[src/rtl/echo_pipe_hub.sv]
// echo_pipe_hub: multi-channel echo hub.
//
// NCHAN request pipes, each with its own FIFO. Every accepted request is
// decoded by method id at enqueue time: id 0 echoes the payload as-is, id 1
// swaps the payload halves, any other id is accepted and dropped (counted in
// err_count). Queued messages are merged onto one indication pipe by a
// round-robin arbiter feeding a single output register.
//
// Handshake (all pipes): a beat transfers on a rising CLK edge when valid and
// ready are both 1. A raised ind_valid holds ind_data/ind_chan stable until
// ind_ready. req_ready depends only on registered FIFO counts.
//
// Ports:
//   CLK        clock, rising edge
//   nRST       asynchronous reset, active-high
//   req_valid  per-channel request valid            [NCHAN]
//   req_data   per-channel {id, payload}            [NCHAN*MSG_W]
//   req_ready  per-channel accept                   [NCHAN]
//   ind_valid  indication valid
//   ind_data   echoed {id, payload}                 [MSG_W]
//   ind_chan   source channel of ind_data           [CH_W]
//   ind_ready  downstream accept
//   err_count  saturating count of dropped unknown-id requests [16]
module echo_pipe_hub #(
    parameter int NCHAN  = 4,
    parameter int ID_W   = 16,
    parameter int DATA_W = 128,
    parameter int DEPTH  = 4,
    localparam int MSG_W = ID_W + DATA_W,
    localparam int CH_W  = (NCHAN > 1) ? $clog2(NCHAN) : 1
) (
    input  logic                   CLK,
    input  logic                   nRST,
    input  logic [NCHAN-1:0]       req_valid,
    input  logic [NCHAN*MSG_W-1:0] req_data,
    output logic [NCHAN-1:0]       req_ready,
    output logic                   ind_valid,
    output logic [MSG_W-1:0]       ind_data,
    output logic [CH_W-1:0]        ind_chan,
    input  logic                   ind_ready,
    output logic [15:0]            err_count
);
    localparam int PTR_W = $clog2(DEPTH);
    localparam int CNT_W = $clog2(DEPTH + 1);
    localparam int HALF  = DATA_W / 2;

    logic [MSG_W-1:0]  mem_q    [NCHAN][DEPTH];
    logic [PTR_W-1:0]  wr_ptr_q [NCHAN];
    logic [PTR_W-1:0]  rd_ptr_q [NCHAN];
    logic [CNT_W-1:0]  cnt_q    [NCHAN];
    logic [CNT_W-1:0]  cnt_d    [NCHAN];

    logic [ID_W-1:0]   req_id   [NCHAN];
    logic [DATA_W-1:0] req_pl   [NCHAN];
    logic [MSG_W-1:0]  push_msg [NCHAN];
    logic [NCHAN-1:0]  push;
    logic [NCHAN-1:0]  pop;
    logic [NCHAN-1:0]  drop;
    logic [4:0]        drop_n;

    logic              ind_valid_q;
    logic [MSG_W-1:0]  ind_data_q;
    logic [CH_W-1:0]   ind_chan_q;
    logic [CH_W-1:0]   rr_ptr_q;
    logic [15:0]       err_q;
    logic [15:0]       err_d;
    logic [16:0]       err_sum;

    logic              load;
    logic              grant_valid;
    logic [CH_W-1:0]   grant;
    logic [CH_W-1:0]   idx;
    logic [MSG_W-1:0]  grant_msg;

    // Ingress: ready, method decode and drop accounting.
    always_comb begin
        req_ready = '0;
        push      = '0;
        drop      = '0;
        drop_n    = '0;
        for (int i = 0; i < NCHAN; i++) begin
            req_ready[i] = (cnt_q[i] != CNT_W'(DEPTH));
            req_id[i]    = req_data[i*MSG_W+DATA_W +: ID_W];
            req_pl[i]    = req_data[i*MSG_W +: DATA_W];
            push_msg[i]  = {req_id[i], req_pl[i]};
            if (req_id[i] == ID_W'(1)) begin
                push_msg[i] = {req_id[i], req_pl[i][HALF-1:0], req_pl[i][DATA_W-1:HALF]};
            end
            if (req_valid[i] && req_ready[i]) begin
                if (req_id[i] == '0 || req_id[i] == ID_W'(1)) begin
                    push[i] = 1'b1;
                end else begin
                    drop[i] = 1'b1;
                    drop_n  = drop_n + 5'(1);
                end
            end
        end
        err_sum = {1'b0, err_q} + 17'(drop_n);
        err_d   = err_sum[16] ? 16'hFFFF : err_sum[15:0];
    end

    // Arbiter: first non-empty channel after rr_ptr, with wrap.
    always_comb begin
        load        = !ind_valid_q || ind_ready;
        grant_valid = 1'b0;
        grant       = '0;
        idx         = '0;
        pop         = '0;
        for (int k = 1; k <= NCHAN; k++) begin
            idx = CH_W'((int'(rr_ptr_q) + k) % NCHAN);
            if (!grant_valid && cnt_q[idx] != '0) begin
                grant_valid = 1'b1;
                grant       = idx;
            end
        end
        grant_msg = mem_q[grant][rd_ptr_q[grant]];
        for (int i = 0; i < NCHAN; i++) begin
            pop[i]   = load && grant_valid && (grant == CH_W'(i));
            cnt_d[i] = cnt_q[i] + CNT_W'(push[i]) - CNT_W'(pop[i]);
        end
    end

    // FIFO storage carries no reset; validity lives in the counts.
    always_ff @(posedge CLK) begin
        for (int i = 0; i < NCHAN; i++) begin
            if (push[i]) begin
                mem_q[i][wr_ptr_q[i]] <= push_msg[i];
            end
        end
    end

    always_ff @(posedge CLK or posedge nRST) begin
        if (nRST) begin
            for (int i = 0; i < NCHAN; i++) begin
                wr_ptr_q[i] <= '0;
                rd_ptr_q[i] <= '0;
                cnt_q[i]    <= '0;
            end
            ind_valid_q <= 1'b0;
            ind_data_q  <= '0;
            ind_chan_q  <= '0;
            rr_ptr_q    <= CH_W'(NCHAN - 1);
            err_q       <= '0;
        end else begin
            for (int i = 0; i < NCHAN; i++) begin
                // DEPTH is a power of two, so pointers wrap naturally.
                if (push[i]) wr_ptr_q[i] <= wr_ptr_q[i] + PTR_W'(1);
                if (pop[i])  rd_ptr_q[i] <= rd_ptr_q[i] + PTR_W'(1);
                cnt_q[i] <= cnt_d[i];
            end
            if (load) begin
                ind_valid_q <= grant_valid;
                if (grant_valid) begin
                    ind_data_q <= grant_msg;
                    ind_chan_q <= grant;
                    rr_ptr_q   <= grant;
                end
            end
            err_q <= err_d;
        end
    end

    assign ind_valid = ind_valid_q;
    assign ind_data  = ind_data_q;
    assign ind_chan  = ind_chan_q;
    assign err_count = err_q;

endmodule

[config.mk]
export PLATFORM = sky130hd
export DESIGN_NAME = echo_pipe_hub
export DESIGN_NICKNAME = d
export VERILOG_FILES = /design/src/rtl/echo_pipe_hub.sv
export SDC_FILE = /design/constraint.sdc
export NUM_CORES = 2
export LEC_CHECK = 0
export CORE_ASPECT_RATIO = 0.75
export CORE_MARGIN = 8
export CORE_UTILIZATION = 40
export CTS_BUF_LIST = sky130_fd_sc_hd__clkbuf_4 sky130_fd_sc_hd__clkbuf_8
export CTS_CLUSTER_DIAMETER = 30
export CTS_CLUSTER_SIZE = 8
export DETAILED_ROUTE_END_ITERATION = 16
export PLACE_DENSITY_LB_ADDON = 0.05
export SYNTH_ARGS = -nofsm -noshare
export SYNTH_HDL_FRONTEND = slang
export SYNTH_SLANG_ARGS = --single-unit
[constraint.sdc]
create_clock -name CLK -period 12 [get_ports CLK]
set_input_delay 3 -clock CLK [delete_from_list [all_inputs] [get_ports CLK]]
set_output_delay 3 -clock CLK [all_outputs]
set_load 0.05 [all_outputs]
==> run_results.csv <==
group,metric,value,unit
cts,clockRootBuffer,"clkbuf_8",
timing,fin_setup_tns,0,ns
drt,first_pass_iters,6,
cts,cts-buffers-inserted,525,
critical_path,critPathMaxFanout,13,
floorplan,num_io_pins,750,
critical_path,r2r-start,"cnt_q[7]$_DFF_PP0_",
drt,vias_per_cell,6.20,
global_route,first_global_vias,75300,
final_layout,final_common_cell,"edfxtp_1",
drt,finalWirelength,408000,um
drt,drtAntennaViolNets,0,
outcome,status,"complete, no violations",
critical_path,cp-end-kind,"register",
timing,worst_pin_slew,1.24,ns
critical_path,r2r_end,"ind_data[138]$_DFFE_PP0P_",
power_and_ir_drop,ir_worst_vdd,630,uV
synth,ys_async_sr_fraction,0.0773,
global_route,grt_max_degree,212,
critical_path,arrival,8.44,ns
cts,clockBufferDepth,4,
timing,hold_viol,0,
floorplan,die_w,616,um
floorplan,core,0.269,sq mm
power_and_ir_drop,p_per_area,321,mW/mm^2
final_layout,drive_gt1_frac,0.182,
drt,dr.first_iter.drc_count,8220,
global_route,track_usage,0.271,
power_and_ir_drop,total_power,0.0418,W
timing,period_needed,7.62,ns
final_layout,synthToLayoutAreaGrowth,20.7,%
synth,synth_edf_count,2304,
synth,yosysSeqAreaShare,0.685,
synth,ys.flop_type,"edfxtp_1",
synth,yosys_warnings,0,
synth,synth-seq-cells,2497,
critical_path,path_depth,18,
final_layout,layoutNonFillerInstCount,12300,
timing,skew,0.0551,ns
critical_path,path_class,"input pin to register",
hold_path,hp-class,"register to register",
timing,max_freq,0.131,GHz
timing,fin_crit_sh,0.635,
synth,synth_area_leaders,"edfxtp_1 64%, a221oi_1 7.0%, mux2_2 5.4%",
run,maxCapViolCount,0,
global_route,grt_pass1_wl,570000,um
critical_path,start_kind,"input pin",
global_route,antenna_found_initial,49,
timing,max_slew_margin,0.171,
final_layout,final_cell_mix,"2304 x edfxtp_1, 860 x a221oi_1, 755 x nand2_1",
floorplan,initial_utilization,0.401,
global_route,grt_overflow,0,
critical_path,cp.required,12.83,ns
critical_path,path_common_cell,"ha_1",
cts,clk_latency,1.02,ns
cts,post_cts_resized,0,
synth,yosysTopAreaCell,"edfxtp_1",
timing,rsz0062_at_grt,"false",
critical_path,cpPeakStageDelay,0.77,ns
synth,synth_cell_types,54,
critical_path,r2r_slack,6.09,ns
floorplan,die_area,0.287,sq mm
placement,dp_hpwl,232000,um
drt,drc,0,
placement,portBuffers,749,
cts,cts_hold_buf,0,
critical_path,cpLargestDelayFamily,"simple AND/OR/NAND/NOR gates",
final_layout,n_fill_cell,23300,
drt,wl_per_cell,33.0,um
placement,gp_congestion,0.809,
cts,htree_levels,6,
floorplan,die_y,466,um
timing,drv_slew,0,
synth,synth_top_area_frac,0.640,
cts,clk_pin_slew_worst_paths,0.05,ns
cts,cts_tree,"yes",
critical_path,crit_chain,"clkdlybuf4s50_1, nor4_1, nand4_1, ha_1, mux2_2, ha_1, inv_1, o21ai_0, ha_1, inv_1, nor2_1, xnor2_1, ha_1, nor2b_1, o21ai_0, nor2b_1, or3_1, o21ai_0",
synth,synth_area,0.108,sq mm
cts,cts_sinks,2497,
final_layout,num-nets-final,8930,
synth,synth_nets,8231,
floorplan,rows,165,
critical_path,r2r_cells,11,
synth,synthCells,7612,
critical_path,endpoint,"err_count[2]$_DFF_PP0_",
critical_path,worstSetupStartpoint,"req_data[273]",
timing,setup_viol,0,
critical_path,worst_path_max_delay_cell,"nor4_1",
power_and_ir_drop,leakage,43.1,nW
critical_path,cp_num_buf_inv,3,
placement,placed_cells,11400,
drt,vias,76500,
cts,cts_setup_buffers,0,
synth,syn_avg_cell_area,14.2,sq um
## worst min-delay path by stage
stage | startpoint | end | slack [ns] | depth (start not counted)
CTS | rd_ptr_q[7]$_DFFE_PP0P_ | rd_ptr_q[7]$_DFFE_PP0P_ | 0.47 | 1
global placement | rd_ptr_q[5]$_DFFE_PP0P_ | rd_ptr_q[5]$_DFFE_PP0P_ | 0.46 | 1
finish | rd_ptr_q[3]$_DFFE_PP0P_ | rd_ptr_q[3]$_DFFE_PP0P_ | 0.47 | 1
global route | rd_ptr_q[7]$_DFFE_PP0P_ | rd_ptr_q[7]$_DFFE_PP0P_ | 0.49 | 1
floorplan | rd_ptr_q[5]$_DFFE_PP0P_ | rd_ptr_q[5]$_DFFE_PP0P_ | 0.44 | 1
detailed placement | rd_ptr_q[7]$_DFFE_PP0P_ | rd_ptr_q[7]$_DFFE_PP0P_ | 0.46 | 1
## through the flow
step           cell area [sq um]  hold WS [ns]  worst slack, ns  utilization
6_report                  130000         0.472             4.38        0.484
3_5_place_dp              119000         0.464             3.71        0.441
5_1_grt                   130000         0.486             4.34        0.484
4_1_cts                   130000         0.472             4.76        0.484
2_1_floorplan             108000         0.444             3.75            -
3_3_place_gp              119000         0.459             3.62        0.441
## synth_stat cells, types with 4 or more instances
cell type and number:
o21ai_0 255, nand4_1 5, buf_1 33, buf_2 37, a21oi_1 438, buf_6 9, ha_1 31, clkbuf_1 625
o211ai_1 145, o221a_2 20, xnor2_1 23, and3_1 154, nor4_1 14, or3_1 6, a221oi_1 860, buf_4 11
nand2_1 761, nand3_1 441, inv_1 34, a211oi_1 143, nand2b_1 4, nor2_1 14, nor3_1 13, o221a_1 123
edfxtp_1 2304, fa_1 5, dfrtp_1 191, mux2i_1 146, a22oi_1 4, o221ai_1 143, xor2_1 9, nor2b_1 7
and2_1 16, o21ai_1 45, mux2_2 519
## registers in the layout, summed over array words and instances (netlist names)
signal,flops
rd_ptr_q,8
err_count,16
ind_chan,2
wr_ptr_q,8
rr_ptr_q,2
cnt_q,12
ind_data,144
mem_q,2304
ind_valid,1
## kinds of logic after synthesis
logic type,share of synthesized area
flip-flops,0.685
AO/OA/AOI/OAI,0.152
AND/OR/NAND/NOR,0.0610
buffers and inverters,0.0275
multiplexers,0.0676
adder cells (fa/ha/maj),0.00452
XOR/XNOR,0.00259
## power breakdown
| group | switching, W | internal (W) | leakage [nW] |
|---|---|---|---|
| registers | 0.000356 | 0.00987 | 23.0 |
| clock network | 0.00396 | 0.00601 | 5.89 |
| logic | 0.0149 | 0.00665 | 14.2 |
| total | 0.0193 | 0.0225 | 43.1 |
## area by class of cell
class | count | area, sq um | area share
Clock inverter | 274 | 3000 | 0.0230
Sequential cell | 2497 | 74000 | 0.568
Multi-Input combinational cell | 4366 | 31200 | 0.239
Inverter | 34 | 135 | 0.00104
Clock buffer | 664 | 8560 | 0.0656
Tap cell | 3590 | 4490 | 0.0345
Antenna cell | 34 | 85.1 | 0.000653
Timing Repair Buffer | 887 | 8870 | 0.0680
## routing by layer
layer | wire [um] | part of all wire | global-route usage | vias up
met5 | 13 | 0.000032 | 0 | -
met2 | 186000 | 0.46 | 0.424 | 3919
met1 | 176000 | 0.43 | 0.377 | 39400
met3 | 29900 | 0.073 | 0.0471 | 690
met4 | 16600 | 0.041 | 0.110 | 2
li1 | - | - | - | 32500
(Power assumes the default switching activity.)
